[config.mk]
export PLATFORM = sky130hd
export DESIGN_NAME = pulse_time_decoder
export DESIGN_NICKNAME = d
export VERILOG_FILES = /design/src/rtl/race_logic_pkg.sv /design/src/rtl/gamma_counter.sv /design/src/rtl/pulse_time_decoder.sv
export SDC_FILE = /design/constraint.sdc
export NUM_CORES = 1
export LEC_CHECK = 0
export BUFFER_PORTS_ARGS = -buffer_cell sky130_fd_sc_hd__buf_2
export CORE_ASPECT_RATIO = 1.4
export CORE_MARGIN = 1.5
export CORE_UTILIZATION = 49
export DETAILED_ROUTE_END_ITERATION = 8
export GPL_ROUTABILITY_DRIVEN = 0
export PLACE_DENSITY = 0.73
export SYNTH_ARGS = -nofsm -noshare
export SYNTH_HDL_FRONTEND = slang
export SYNTH_SLANG_ARGS = --single-unit
[constraint.sdc]
create_clock -name aclk -period 1.7 [get_ports aclk]
set_clock_uncertainty 0.2 [all_clocks]
set_input_delay 0.34 -clock aclk [delete_from_list [all_inputs] [get_ports aclk]]
set_output_delay 0.34 -clock aclk [all_outputs]
set_load 0.01 [all_outputs]
[src/rtl/race_logic_pkg.sv]
// Shared definitions for race-logic stages and their binary readout.
//   dec_state_t     : first-pulse decoder state
//   GAMMA_DEFAULT   : default aclk cycles per gamma cycle
//   infinity_code() : "no spike" time encoding, equal to the gamma cycle length
package race_logic_pkg;

  typedef enum logic [1:0] {IDLE, HIGH, DONE} dec_state_t;

  localparam int GAMMA_DEFAULT = 16;

  function automatic int infinity_code(input int gamma);
    return gamma;
  endfunction

endpackage

[src/rtl/gamma_counter.sv]
// Gamma-cycle index counter with end-of-cycle strobe.
//   aclk : clock (posedge)
//   grst : synchronous active-high reset; next cycle is index 0
//   gcnt : current cycle index 0..GAMMA_CYCLE_WIDTH-1
//   eoc  : high while gcnt is the last index of the gamma cycle
module gamma_counter #(
  parameter  int GAMMA_CYCLE_WIDTH = 16,
  localparam int CW = $clog2(GAMMA_CYCLE_WIDTH)
) (
  input  logic          aclk,
  input  logic          grst,
  output logic [CW-1:0] gcnt,
  output logic          eoc
);

  localparam logic [CW-1:0] LAST = CW'(GAMMA_CYCLE_WIDTH - 1);

  assign eoc = (gcnt == LAST);

  always_ff @(posedge aclk) begin
    if (grst)     gcnt <= '0;
    else if (eoc) gcnt <= '0;
    else          gcnt <= gcnt + CW'(1);
  end

endmodule

[src/rtl/pulse_time_decoder.sv]
// Measures the first pulse of each gamma cycle on pulse_in (onset index and
// width in aclk cycles) and publishes it over a valid/ready handshake.
//   aclk      : clock (posedge)
//   grst      : synchronous active-high reset, also restarts the gamma cycle
//   pulse_in  : pulse-width-coded spike
//   ready     : consumer accepts result when valid && ready
//   rise_time : onset index, GAMMA_CYCLE_WIDTH when no spike
//   width     : pulse width in cycles, 0 when no spike
//   no_spike  : no onset this cycle
//   truncated : pulse still high at end of cycle
//   valid     : result available, held stable until accepted
//   overrun   : sticky, a result was dropped while the previous one was pending
module pulse_time_decoder
  import race_logic_pkg::*;
#(
  parameter  int GAMMA_CYCLE_WIDTH = GAMMA_DEFAULT,
  localparam int TW = $clog2(GAMMA_CYCLE_WIDTH + 1)
) (
  input  logic          aclk,
  input  logic          grst,
  input  logic          pulse_in,
  input  logic          ready,
  output logic [TW-1:0] rise_time,
  output logic [TW-1:0] width,
  output logic          no_spike,
  output logic          truncated,
  output logic          valid,
  output logic          overrun
);

  localparam int          CW  = $clog2(GAMMA_CYCLE_WIDTH);
  localparam logic [TW-1:0] INF = TW'(infinity_code(GAMMA_CYCLE_WIDTH));

  logic [CW-1:0] gcnt;
  logic          eoc;
  logic          prev;
  dec_state_t    state, st_n;
  logic [TW-1:0] rise_q, rise_n;
  logic [TW-1:0] wcnt, wcnt_n;

  gamma_counter #(.GAMMA_CYCLE_WIDTH(GAMMA_CYCLE_WIDTH)) u_gcnt (
    .aclk (aclk),
    .grst (grst),
    .gcnt (gcnt),
    .eoc  (eoc)
  );

  // Effect of the current sample; at EOC this is also what gets published.
  always_comb begin
    st_n   = state;
    rise_n = rise_q;
    wcnt_n = wcnt;
    case (state)
      IDLE: if (pulse_in && !prev) begin
        st_n   = HIGH;
        rise_n = TW'(gcnt);
        wcnt_n = TW'(1);
      end
      HIGH: if (pulse_in) wcnt_n = (wcnt == INF) ? wcnt : wcnt + TW'(1);
            else          st_n   = DONE;
      default: ;
    endcase
  end

  always_ff @(posedge aclk) begin
    if (grst) begin
      state     <= IDLE;
      prev      <= 1'b0;
      rise_q    <= '0;
      wcnt      <= '0;
      rise_time <= '0;
      width     <= '0;
      no_spike  <= 1'b0;
      truncated <= 1'b0;
      valid     <= 1'b0;
      overrun   <= 1'b0;
    end else begin
      // prev cleared at EOC so a pulse high at index 0 counts as an onset.
      prev <= eoc ? 1'b0 : pulse_in;
      if (eoc) begin
        state  <= IDLE;
        rise_q <= '0;
        wcnt   <= '0;
      end else begin
        state  <= st_n;
        rise_q <= rise_n;
        wcnt   <= wcnt_n;
      end

      if (eoc) begin
        // A pending result is never overwritten; the new one is dropped.
        if (!valid || ready) begin
          valid <= 1'b1;
          case (st_n)
            IDLE: begin
              rise_time <= INF;
              width     <= '0;
              no_spike  <= 1'b1;
              truncated <= 1'b0;
            end
            HIGH: begin
              rise_time <= rise_n;
              width     <= wcnt_n;
              no_spike  <= 1'b0;
              truncated <= 1'b1;
            end
            default: begin
              rise_time <= rise_n;
              width     <= wcnt_n;
              no_spike  <= 1'b0;
              truncated <= 1'b0;
            end
          endcase
        end else begin
          overrun <= 1'b1;
        end
      end else if (ready) begin
        valid <= 1'b0;
      end
    end
  end

endmodule
==> metrics.md, run 1 <==
| Metric | Value |
|---|---|
| Top-count cell post-synth | `dfxtp_1` |
| Global-route wire length before repair | `4690 um` |
| Final period util | `95.6%` |
| Initial antenna violation count | `0` |
| Critical path required time | `1.73 ns` |
| # port buffers | `17` |
| Hold Crit Start | `grst` |
| Setup CP Type | `flip-flop to flip-flop` |
| Crit path time final | `1.63 ns` |
| Worst min path class | `input pin to flip-flop` |
| Worst reg-to-reg path cell count | `5` |
| Number of synthesized flops with an enable pin | `0` |
| DR vias/cell | `5.30` |
| Slew @ Worst Pin | `0.310 ns` |
| Setup crit start | `state[0]$_SDFF_PP0_` |
| Multi-input gate area | `657 sq um` |
| Io pins | `18` |
| Routed WL | `2920 um` |
| Mapped Cells | `130` |
| Synth top area cells | `dfxtp_1, nor2_1, mux2i_1` |
| Pwr dens | `815 nW/um^2` |
| # nets final | `173` |
| Number of DRC markers in iteration 0 | `37` |
| Slew margin rel. | `79.2%` |
| Util after Layout | `66.8%` |
| Die H | `62.9 um` |
| Mapped Area | `1250 sq um` |
| Die Footprint | `2880 sq um` |
| Hold WS | `0.155 ns` |
| Routed Antenna Nets | `0` |
| Cell taking the most area after synthesis | `dfxtp_1` |
| CTS clk-pin slew, worst paths | `0.10 ns` |
| Top FF cell, synth | `dfxtp_1` |
| CTS tree | `yes` |
| Num rows | `21` |
| # setup viols final | `0` |
| Post-Syn Area per Cell | `9.65 sq um` |
| Initial Utilization | `51.9%` |
| Total clock buffers created by CTS | `5` |
| Drt wl/cell | `14.5 um` |
| Pleak | `0.677 nW` |
| Synth cell count leaders | `dfxtp_1, nor2_1, a21oi_1, inv_1, mux2i_1` |
| Root Driver | `clkbuf_4` |
| Crit path DAT | `1.66 ns` |
| Post-cts hold buffer count | `0` |
| Sequential area share after synthesis | `49.5%` |
| Hold Path Cell Cnt | `3` |
| H-Tree Depth | `2` |
| Detail Placement HPWL | `2010 um` |
| Congestion Overflow GR | `0` |
| DR pass1 iterations | `4` |
| RR Startpoint | `state[0]$_SDFF_PP0_` |
| Crit. End Element | `flip-flop` |
| Worst-Skew Late Latency | `0.33 ns` |
| CP startpoint kind | `flip-flop` |
| Async set-or-reset flop fraction in the synthesized netlist | `0%` |
| Setup TNS Final | `0 ns` |
| GRT Resource Usage Total | `22.7%` |
| Mapped Nets | `137` |
| Via count | `1065` |
| Core footprint | `2420 sq um` |
| Number of synthesized register bits | `31` |
| Max Slew Vio Count | `0` |
| Longest Clk Path Bufs | `2` |
| Sink Count | `31` |
| Max FO, Critical Path | `8` |
| Remaining DRCs | `0` |
| Status | `finished, final reports clean` |
| FILL cells | `218` |
| Largest net degree at the start of global routing | `11` |
| Share of the synthesized area in the top cell type | `49.5%` |
| Max IR drop VDD | `0.650 mV` |
| # Max-Cap Violations | `0` |
| Reg area | `626 sq um` |
| Hold Violations, Final | `0` |
| Share of layout cells above drive strength 1 | `34.7%` |
| Area Growth Syn to Fin | `28.6%` |
| Horiz. Die Dim | `45.8 um` |
| Number of global-route vias before repair | `1078` |
| F_max | `615 MHz` |
| RSZ-0062 raised after global routing | `yes` |
| ANT cells | `0` |
| Synth cell types | `31` |
| Yosys warns | `0` |
## kinds of logic after synthesis
kind of cell	share of synthesized area [%]
multiplexers	6.58
flip-flops	49.5
AND/OR/NAND/NOR	21.4
adder cells (fa/ha/maj)	2.99
AO/OA/AOI/OAI	13.7
XOR/XNOR	1.40
buffers and inverters	4.49
## sequential cells by signal, indices dropped and copies added (netlist names)
register     cells
no_spike         1
overrun          1
prev             1
rise_q           5
rise_time        5
state            2
truncated        1
u_gcnt.gcnt      4
valid            1
wcnt             5
width            5
## metal layers
metal	routed length (um)	vias to the layer above	track usage, %
li1	-	528	-
met1	1120	503	23.7
met5	0	-	0
met3	79	11	4.34
met2	1590	23	39.3
met4	118	0	13.6
## layout make-up
| class | instances | area share (%) |
|---|---|---|
| clock buffer | 7 | 2.79 |
| sequential | 31 | 38.8 |
| multi-input combinational | 88 | 40.7 |
| inverter | 7 | 1.63 |
| clock inverter | 1 | 0.310 |
| timing repair buffer | 33 | 13.2 |
| tap | 34 | 2.64 |
## what timing repair did
action                                  CTS  global route
gates resized for setup                  12            11
buffers inserted                          3             0
pin swaps                                 2             4
endpoints found under the setup margin    6            11
## where the power goes
group / switching (W) / internal [W] / total, W
clock: 0.000251 / 0.000161 / 0.000412
combinational: 0.0000722 / 0.0000727 / 0.000145
sequential: 0.0000160 / 0.000743 / 0.000759
total: 0.000339 / 0.000977 / 0.00132
## through the flow
stage          area (sq um)  setup slack (ns)  std cells  power, W
2_1_floorplan          1250            0.0140        130  0.000844
3_3_place_gp           1450           -0.0140        190  0.000879
3_5_place_dp           1450           -0.0868        190  0.000885
4_1_cts                1570           -0.0491        201   0.00130
5_1_grt                1610           -0.0207        201   0.00137
6_report               1610            0.0748        201   0.00132
## critical path, cell delays in order (launching register included)
cell       delay (ns)
dfxtp_2          0.36
nor4b_4          0.28
buf_6            0.19
mux2i_4          0.25
a2bb2oi_1        0.18
nor2_1           0.05
## cells in the final DEF, fill, tap and decap left out, drive strengths merged, types with 3 or more instances in the layout
cell,instances
a21oi,7
a2bb2oi,4
buf,33
clkbuf,7
dfxtp,31
ha,3
inv,7
mux2i,6
nand2,5
nand2b,3
nand3,5
nor2,26
nor2b,3
o21ai,5
## final timing paths
kind,to,slack (ns)
hold / removal,truncated$_SDFFE_PP0P_,0.15
hold reg to reg,truncated$_SDFFE_PP0P_,0.26
setup / recovery,rise_time[0]$_SDFFE_PP0P_,0.07
setup reg to reg,rise_time[0]$_SDFFE_PP0P_,0.07
(Power assumes the default switching activity.)
==> run 2, diff against run 1 <==
CAP_MARGIN = 10   (was default)
CELL_PAD_IN_SITES_DETAIL_PLACEMENT = 1   (was default)
CELL_PAD_IN_SITES_GLOBAL_PLACEMENT = 1   (was default)
CORE_ASPECT_RATIO = 1.5   (was 1.4)
CORE_UTILIZATION = 38   (was 49)
PLACE_DENSITY = default   (was 0.73)
PLACE_DENSITY_LB_ADDON = 0.1   (was default)
==> run 2 against run 1 <==
Die area grew 27%. Critical path depth grew 2. Clock power rose by 52%. Final area up 13%. Global-route usage fell by 1.2 points. Critical endpoint is now wcnt[0]$_SDFF_PP0_. Largest power group unchanged.
==> metrics.md, run 2 (synthesis gave the netlist of run 1 again) <==
| Metric | Value |
|---|---|
| Die Footprint | `3660 sq um (+27%)` |
| Largest net degree at the start of global routing | `11 (unchanged)` |
| Switching pwr | `0.000367 W (+8.2%)` |
| Number of global-route vias before repair | `1239 (+15%)` |
| Worst min path class | `input pin to flip-flop` |
| RR Startpoint | `wcnt[0]$_SDFF_PP0_` |
| Worst reg-to-reg path cell count | `7 (+2)` |
| Horiz. Die Dim | `49.9 um (+9.1%)` |
| H-Tree Depth | `2 (unchanged)` |
| CP delay by family, top | `simple AND/OR/NAND/NOR gates` |
| Combinational cell fraction of total power | `12.2% (+1.2 points)` |
| Post-cts hold buffer count | `0 (unchanged)` |
| DR pass1 iterations | `4 (unchanged)` |
| Util after Layout | `57.7% (-9.1 points)` |
| Internal power | `0.00121 W (+24%)` |
| Hold WS | `0.220 ns (+0.0655 ns)` |
| Clk network pwr share | `39.8% (+8.5 points)` |
| Non-filler cells, final | `217 (+8.0%)` |
| Pwr dens | `867 nW/um^2 (+6.3%)` |
| Pleak | `0.772 nW (+14%)` |
| # nets final | `183 (+5.8%)` |
| Number of DRC markers in iteration 0 | `16 (-57%)` |
| F_max | `595 MHz (-3.2%)` |
| Slowest cell on the critical path | `dfxtp_2` |
| Status | `finished, final reports clean` |
| Congestion Overflow GR | `0 (unchanged)` |
| Seq pwr share | `48.0% (-9.7 points)` |
| CTS clk-pin slew, worst paths | `0.07 ns (-0.03 ns)` |
| Detail Placement HPWL | `2510 um (+25%)` |
| CTS tree | `yes` |
| ANT cells | `0 (unchanged)` |
| Final worst slack | `0.0207 ns (-0.0542 ns)` |
| Setup CP Type | `flip-flop to flip-flop` |
| Routed Antenna Nets | `0 (unchanged)` |
| Max Slew Vio Count | `0 (unchanged)` |
| Longest Clk Path Bufs | `2 (unchanged)` |
| Net Sw Frac | `23.2% (-2.5 points)` |
| Slew @ Worst Pin | `0.414 ns (+0.104 ns)` |
| Routed WL | `3750 um (+29%)` |
| Drt wl/cell | `17.3 um (+19%)` |
| Commonest non-fill, non-tap cell in the layout | `dfxtp_1` |
| Via count | `1155 (+8.5%)` |
| Slew margin rel. | `72.2% (-7.0 points)` |
| # port buffers | `17 (unchanged)` |
| Area Growth Syn to Fin | `45.2%` |
| Tot Pwr | `0.00158 W (+20%)` |
| Max FO, Critical Path | `3 (-5)` |
| GRT Resource Usage Total | `21.5% (-1.2 points)` |
| Num rows | `25 (+19%)` |
| Root Driver | `clkbuf_8` |
| RSZ-0062 raised after global routing | `yes` |
| FF-to-FF End | `wcnt[0]$_SDFF_PP0_` |
| Initial Utilization | `39.7% (-12 points)` |
| Hold Path Cell Cnt | `3 (unchanged)` |
| Crit. End Element | `flip-flop` |
| Hold Path Sink | `truncated$_SDFFE_PP0P_` |
| Crit path time final | `1.68 ns (+0.0542 ns)` |
| # Max-Cap Violations | `0 (unchanged)` |
| Critical path required time | `1.72 ns (about the same)` |
| Pre-CTS WS | `-0.161 ns (-0.0744 ns)` |
| Final period util | `98.8% (+3.2 points)` |
| Hold Violations, Final | `0 (unchanged)` |
| Commonest cells after routing, fill and taps aside | `dfxtp_1, nor2_1, buf_4, buf_2` |
| Share of layout cells above drive strength 1 | `42.9% (+8.2 points)` |
| Worst-Skew Late Latency | `0.28 ns (-0.05 ns)` |
| Worst Path Buf+Inv | `2 (+1)` |
| Core footprint | `3160 sq um (+31%)` |
| Crit path DAT | `1.70 ns (+0.04 ns)` |
| Io pins | `18 (unchanged)` |
| # setup viols final | `0 (unchanged)` |
| Total clock buffers created by CTS | `5 (unchanged)` |
| Remaining DRCs | `0 (unchanged)` |
| Hold Crit Start | `grst` |
| Initial antenna violation count | `0 (unchanged)` |
| Flop-to-flop setup slack | `0.02 ns (-0.05 ns)` |
| Global-route wire length before repair | `5750 um (+23%)` |
| Sink Count | `31 (unchanged)` |
| CP cell instances | `inv_2, ha_4, nor4bb_4, nor4_2, buf_4, mux2i_2, nor2b_1` |
| CP startpoint kind | `flip-flop` |
| Cells after DPL | `204 (+7.4%)` |
| Max IR drop VDD | `0.548 mV (-16%)` |
| CP max stage delay | `0.35 ns (about the same)` |
| Die H | `73.4 um (+17%)` |
| FILL cells | `372 (+71%)` |
| DR vias/cell | `5.32 (+0.45%)` |
## run 2: cell types whose count changed in the layout (fill, tap and decap cells not counted), moves of 3 or more
cell       delta
buf_4        +10
clkbuf_8      +7
clkbuf_4      -5
mux2i_1       -4
mux2i_4       +4
a2bb2oi_1     -3
a2bb2oi_2     +3
## run 2: what timing repair did
action / 4_1_cts / 5_1_grt
endpoints found under the setup margin: 5 / 10
pin swaps: 3 / 4
setup buffers: 4 / 1
gates resized for setup: 13 / 20
## run 2: worst max-delay path by stage
| stage | cells past startpoint | slack, ns | from | endpoint |
|---|---|---|---|---|
| finish | 7 | 0.02 | wcnt[0]$_SDFF_PP0_ | wcnt[0]$_SDFF_PP0_ |
| global route | 7 | -0.05 | wcnt[0]$_SDFF_PP0_ | wcnt[0]$_SDFF_PP0_ |
| CTS | 7 | -0.09 | wcnt[0]$_SDFF_PP0_ | wcnt[0]$_SDFF_PP0_ |
| detailed placement | 6 | -0.16 | wcnt[0]$_SDFF_PP0_ | width[1]$_SDFFE_PP0P_ |
| global placement | 6 | -0.12 | wcnt[0]$_SDFF_PP0_ | width[1]$_SDFFE_PP0P_ |
| floorplan | 5 | 0.01 | state[0]$_SDFF_PP0_ | rise_time[0]$_SDFFE_PP0P_ |
## run 2: per-layer routing
metal	vias up	track usage (%)	part of all wire (%)
li1	551	-	-
met5	-	0	0
met1	576	20.8	38
met3	8	4.27	2.2
met2	20	42.1	58
met4	0	10.8	2.2
## run 2: final cells by class
cell class	count	area, sq um	share of cell area (%)
Clock buffer	8	100	5.49
Timing Repair Buffer	43	297	16.3
Multi-Input combinational cell	88	724	39.8
Sequential cell	31	624	34.3
Inverter	7	26.3	1.44
Tap cell	40	50.0	2.75
## run 2: per-stage QoR
step / setup TNS, ns / instance area [sq um]
2_1_floorplan: 0 / 1250
3_3_place_gp: -0.349 / 1530
3_5_place_dp: -0.482 / 1530
4_1_cts: -0.256 / 1710
5_1_grt: -0.159 / 1820
6_report: 0 / 1820
## run 2: worst reg2reg max path: stages, from the launching register on
cell and delay, ns:
dfxtp_2 0.35, inv_2 0.05, ha_4 0.15, nor4bb_4 0.15
nor4_2 0.14, buf_4 0.19, mux2i_2 0.24, nor2b_1 0.15
## run 2: power groups by stage
stage / registers [W] / logic (W) / clock network [W]
after floorplan: 0.000769 / 0.0000749 / 0
after global placement: 0.000771 / 0.000127 / 0
after detailed placement: 0.000771 / 0.000135 / 0
after CTS: 0.000756 / 0.000161 / 0.000655
after global routing: 0.000760 / 0.000206 / 0.000672
final: 0.000758 / 0.000193 / 0.000628
==> run 3, diff against run 2 <==
ABC_AREA = 1   (was default)
CORE_UTILIZATION = 36   (was 38)
==> run 3 against run 2 <==
Core utilization is 12 points lower. Global-route usage is 4.2 points lower. Sequential share of layout area is 3.7 points higher. Total power is 4.5% lower. Combinational power is 40% lower. Synthesized cell count is 37% higher. Critical path type unchanged. Highest routed layer unchanged.
==> metrics.md, run 3 <==
| Metric | Value |
|---|---|
| Combinational cell fraction of total power | `7.7% (-4.5 points)` |
| Max FO, Critical Path | `8 (+5)` |
| Share of the synthesized area in the top cell type | `46.3% (-3.2 points)` |
| ANT cells | `0 (unchanged)` |
| RR Startpoint | `u_gcnt.gcnt[1]$_SDFF_PP0_` |
| Design Area, Final | `1640 sq um (-9.8%)` |
| Yosys warns | `0 (unchanged)` |
| Share of layout cells above drive strength 1 | `25.7% (-17 points)` |
| Final worst slack | `0.109 ns (+0.0887 ns)` |
| Synth top area cells | `dfxtp_1, nand2_1, a21oi_1` |
| Pre-CTS WS | `-0.0129 ns (+0.148 ns)` |
| Final period util | `93.6% (-5.2 points)` |
| Slew @ Worst Pin | `0.325 ns (-0.0887 ns)` |
| Internal power | `0.00116 W (-4.7%)` |
| Drt wl/cell | `13.1 um (-24%)` |
| Cells after DPL | `240 (+18%)` |
| Dpl cell area | `1510 sq um (-1.3%)` |
| Flop-to-flop setup slack | `0.11 ns (+0.09 ns)` |
| Area Growth Syn to Fin | `22.6%` |
| Die H | `77.8 um (+6.0%)` |
| GRT Resource Usage Total | `17.3% (-4.2 points)` |
| Number of DRC markers in iteration 0 | `14 (-2)` |
| Slew margin rel. | `78.1% (+5.9 points)` |
| Net Sw Frac | `23.4% (+0.18 points)` |
| Number of synthesized register bits | `31 (unchanged)` |
| Clk network pwr share | `42.0% (+2.2 points)` |
| Worst-Skew Late Latency | `0.28 ns (about the same)` |
| Max IR drop VDD | `0.792 mV (+45%)` |
| Num rows | `27 (+8.0%)` |
| Global-route wire length before repair | `5310 um (-7.8%)` |
| Io pins | `18 (unchanged)` |
| Cell taking the most area after synthesis | `dfxtp_1` |
| Async set-or-reset flop fraction in the synthesized netlist | `0% (unchanged)` |
| Sequential area share after synthesis | `46.3% (-3.2 points)` |
| Number of synthesized flops with an enable pin | `0 (unchanged)` |
| Max Slew Vio Count | `0 (unchanged)` |
| Pwr dens | `918 nW/um^2 (+5.9%)` |
| Mapped Nets | `185 (+35%)` |
| Routed WL | `3260 um (-13%)` |
| F_max | `629 MHz (+5.6%)` |
| Sink Count | `31 (unchanged)` |
| # setup viols final | `0 (unchanged)` |
| Hold Path Sink | `overrun$_SDFFE_PP0P_` |
| Total clock buffers created by CTS | `5 (unchanged)` |
| Non-filler cells, final | `249 (+15%)` |
| CP startpoint kind | `flip-flop` |
| Synth cell types | `24 (-23%)` |
| Worst min path class | `input pin to flip-flop` |
| Top-count cell post-synth | `nand2_1` |
| CTS tree | `yes` |
| Commonest cells after routing, fill and taps aside | `nand2_1, dfxtp_1, inv_1, a21oi_1, buf_2` |
| Setup CP Type | `flip-flop to flip-flop` |
| Hold Crit Start | `ready` |
| Synth cell count leaders | `nand2_1, dfxtp_1, inv_1, a21oi_1, nor2_1` |
| Commonest non-fill, non-tap cell in the layout | `nand2_1` |
| FILL cells | `471 (+27%)` |
| H-Tree Depth | `2 (unchanged)` |
| DR pass1 iterations | `4 (unchanged)` |
| Hold Violations, Final | `0 (unchanged)` |
| Congestion Overflow GR | `0 (unchanged)` |
| Post-Syn Area per Cell | `7.54 sq um (-22%)` |
| FF-to-FF End | `width[4]$_SDFFE_PP0P_` |
| Remaining DRCs | `0 (unchanged)` |
| Post-cts hold buffer count | `0 (unchanged)` |
| Horiz. Die Dim | `52.8 um (+5.8%)` |
| Hold WS | `0.196 ns (-0.0242 ns)` |
| Die Footprint | `4110 sq um (+12%)` |
| DR vias/cell | `4.78 (-10%)` |
| Detail Placement HPWL | `2480 um (-1.2%)` |
| Longest Clk Path Bufs | `2 (unchanged)` |
| Status | `finished, final reports clean` |
| # port buffers | `17 (unchanged)` |
| Hold Path Cell Cnt | `4 (+1)` |
| Initial Utilization | `37.1% (-2.6 points)` |
| Worst reg-to-reg path cell count | `8 (+1)` |
| Critical path required time | `1.72 ns (about the same)` |
| Switching pwr | `0.000353 W (-3.7%)` |
| # Max-Cap Violations | `0 (unchanged)` |
| Number of global-route vias before repair | `1226 (-1.0%)` |
| Root Driver | `clkbuf_8` |
| Core footprint | `3610 sq um (+14%)` |
| Crit. End Element | `flip-flop` |
| Tot Pwr | `0.00151 W (-4.5%)` |
| Seq pwr share | `50.3% (+2.3 points)` |
| CTS clk-pin slew, worst paths | `0.07 ns (about the same)` |
| Mapped Cells | `178 (+37%)` |
| # nets final | `212 (+16%)` |
| Largest net degree at the start of global routing | `15 (+4)` |
| Via count | `1190 (+3.0%)` |
| Crit path time final | `1.59 ns (-0.0887 ns)` |
| Top FF cell, synth | `dfxtp_1` |
| Pleak | `0.730 nW (-5.4%)` |
| Mapped Area | `1340 sq um (+6.9%)` |
| Crit path DAT | `1.61 ns (-0.09 ns)` |
| Initial antenna violation count | `0 (unchanged)` |
| Routed Antenna Nets | `0 (unchanged)` |
## run 3: cell count changes after synthesis, moves of 3 or more
cell	previous run	this run
a21oi_2	0	6
mux2i_1	6	0
inv_1	7	21
nand2b_1	3	0
nor2_1	26	15
a21oi_1	7	17
nand2_1	4	50
nor2b_1	3	0
a2bb2oi_1	4	0
nor2_4	0	3
## run 3: cell type report
| class | instances | area [sq um] | area share (%) |
|---|---|---|---|
| clock buffer | 8 | 100 | 6.09 |
| multi-input combinational | 119 | 618 | 37.6 |
| timing repair buffer | 25 | 161 | 9.82 |
| sequential | 31 | 624 | 38.0 |
| tap | 43 | 53.8 | 3.27 |
| inverter | 23 | 86.3 | 5.25 |
## run 3: what timing repair did
item	in CTS	in global routing
setup endpoints to repair	8	9
resized for setup	2	6
pin swaps	0	0
setup buffers	0	1
## run 3: power groups by stage
| stage | Clock (W) | Sequential, W | Combinational, W |
|---|---|---|---|
| 2_1_floorplan | 0 | 0.000771 | 0.0000765 |
| 6_report | 0.000634 | 0.000758 | 0.000116 |
| 3_3_place_gp | 0 | 0.000772 | 0.000109 |
| 3_5_place_dp | 0 | 0.000773 | 0.000114 |
| 5_1_grt | 0.000676 | 0.000760 | 0.000132 |
| 4_1_cts | 0.000646 | 0.000757 | 0.000117 |
## run 3: worst max-delay path by stage
stage / endpoint / slack [ns] / startpoint / cells after the start
floorplan: rise_q[3]$_SDFF_PP0_ / 0.24 / u_gcnt.gcnt[0]$_SDFF_PP0_ / 7
global placement: width[4]$_SDFFE_PP0P_ / -0.0004 / u_gcnt.gcnt[1]$_SDFF_PP0_ / 8
finish: width[4]$_SDFFE_PP0P_ / 0.11 / u_gcnt.gcnt[1]$_SDFF_PP0_ / 8
global route: rise_time[1]$_SDFFE_PP0P_ / -0.0006 / u_gcnt.gcnt[1]$_SDFF_PP0_ / 8
detailed placement: rise_time[0]$_SDFFE_PP0P_ / -0.01 / u_gcnt.gcnt[1]$_SDFF_PP0_ / 8
CTS: rise_time[0]$_SDFFE_PP0P_ / 0.01 / u_gcnt.gcnt[1]$_SDFF_PP0_ / 8
## run 3: worst max-delay path, stage by stage, from the launching register on
cell and delay [ns]:
dfxtp_2 0.34, ha_2 0.18, nand2_2 0.07, nor2_4 0.14, nand2_4 0.09, a21oi_4 0.16, buf_6 0.15, nand2_1 0.06
a21oi_2 0.12
## run 3: cells by family after synthesis
| family | count (synthesis) | synth area share, % |
|---|---|---|
| buffers and inverters | 28 | 9.05 |
| flip-flops | 31 | 46.3 |
| adder cells (fa/ha/maj) | 3 | 2.80 |
| AO/OA/AOI/OAI | 34 | 15.1 |
| AND/OR/NAND/NOR | 81 | 26.1 |
| XOR/XNOR | 1 | 0.653 |
## run 3: per-stage QoR
stage / TNS [ns] / utilization [%]
finish: 0 / 45.5
global route: -0.000581 / 45.5
CTS: 0 / 44.9
detailed placement: -0.0241 / 41.8
global placement: -0.000448 / 41.8
floorplan: 0 / -
## run 3: per-layer routing
layer  share of wire [%]  wire length (um)  up-vias  global-route usage, %
met4                 1.9                61        0                   6.15
li1                    -                 -      612                      -
met3                 1.9                62        7                   4.04
met1                  39              1280      558                   17.3
met2                  57              1850       13                   32.9
met5                   0                 0        -                      0
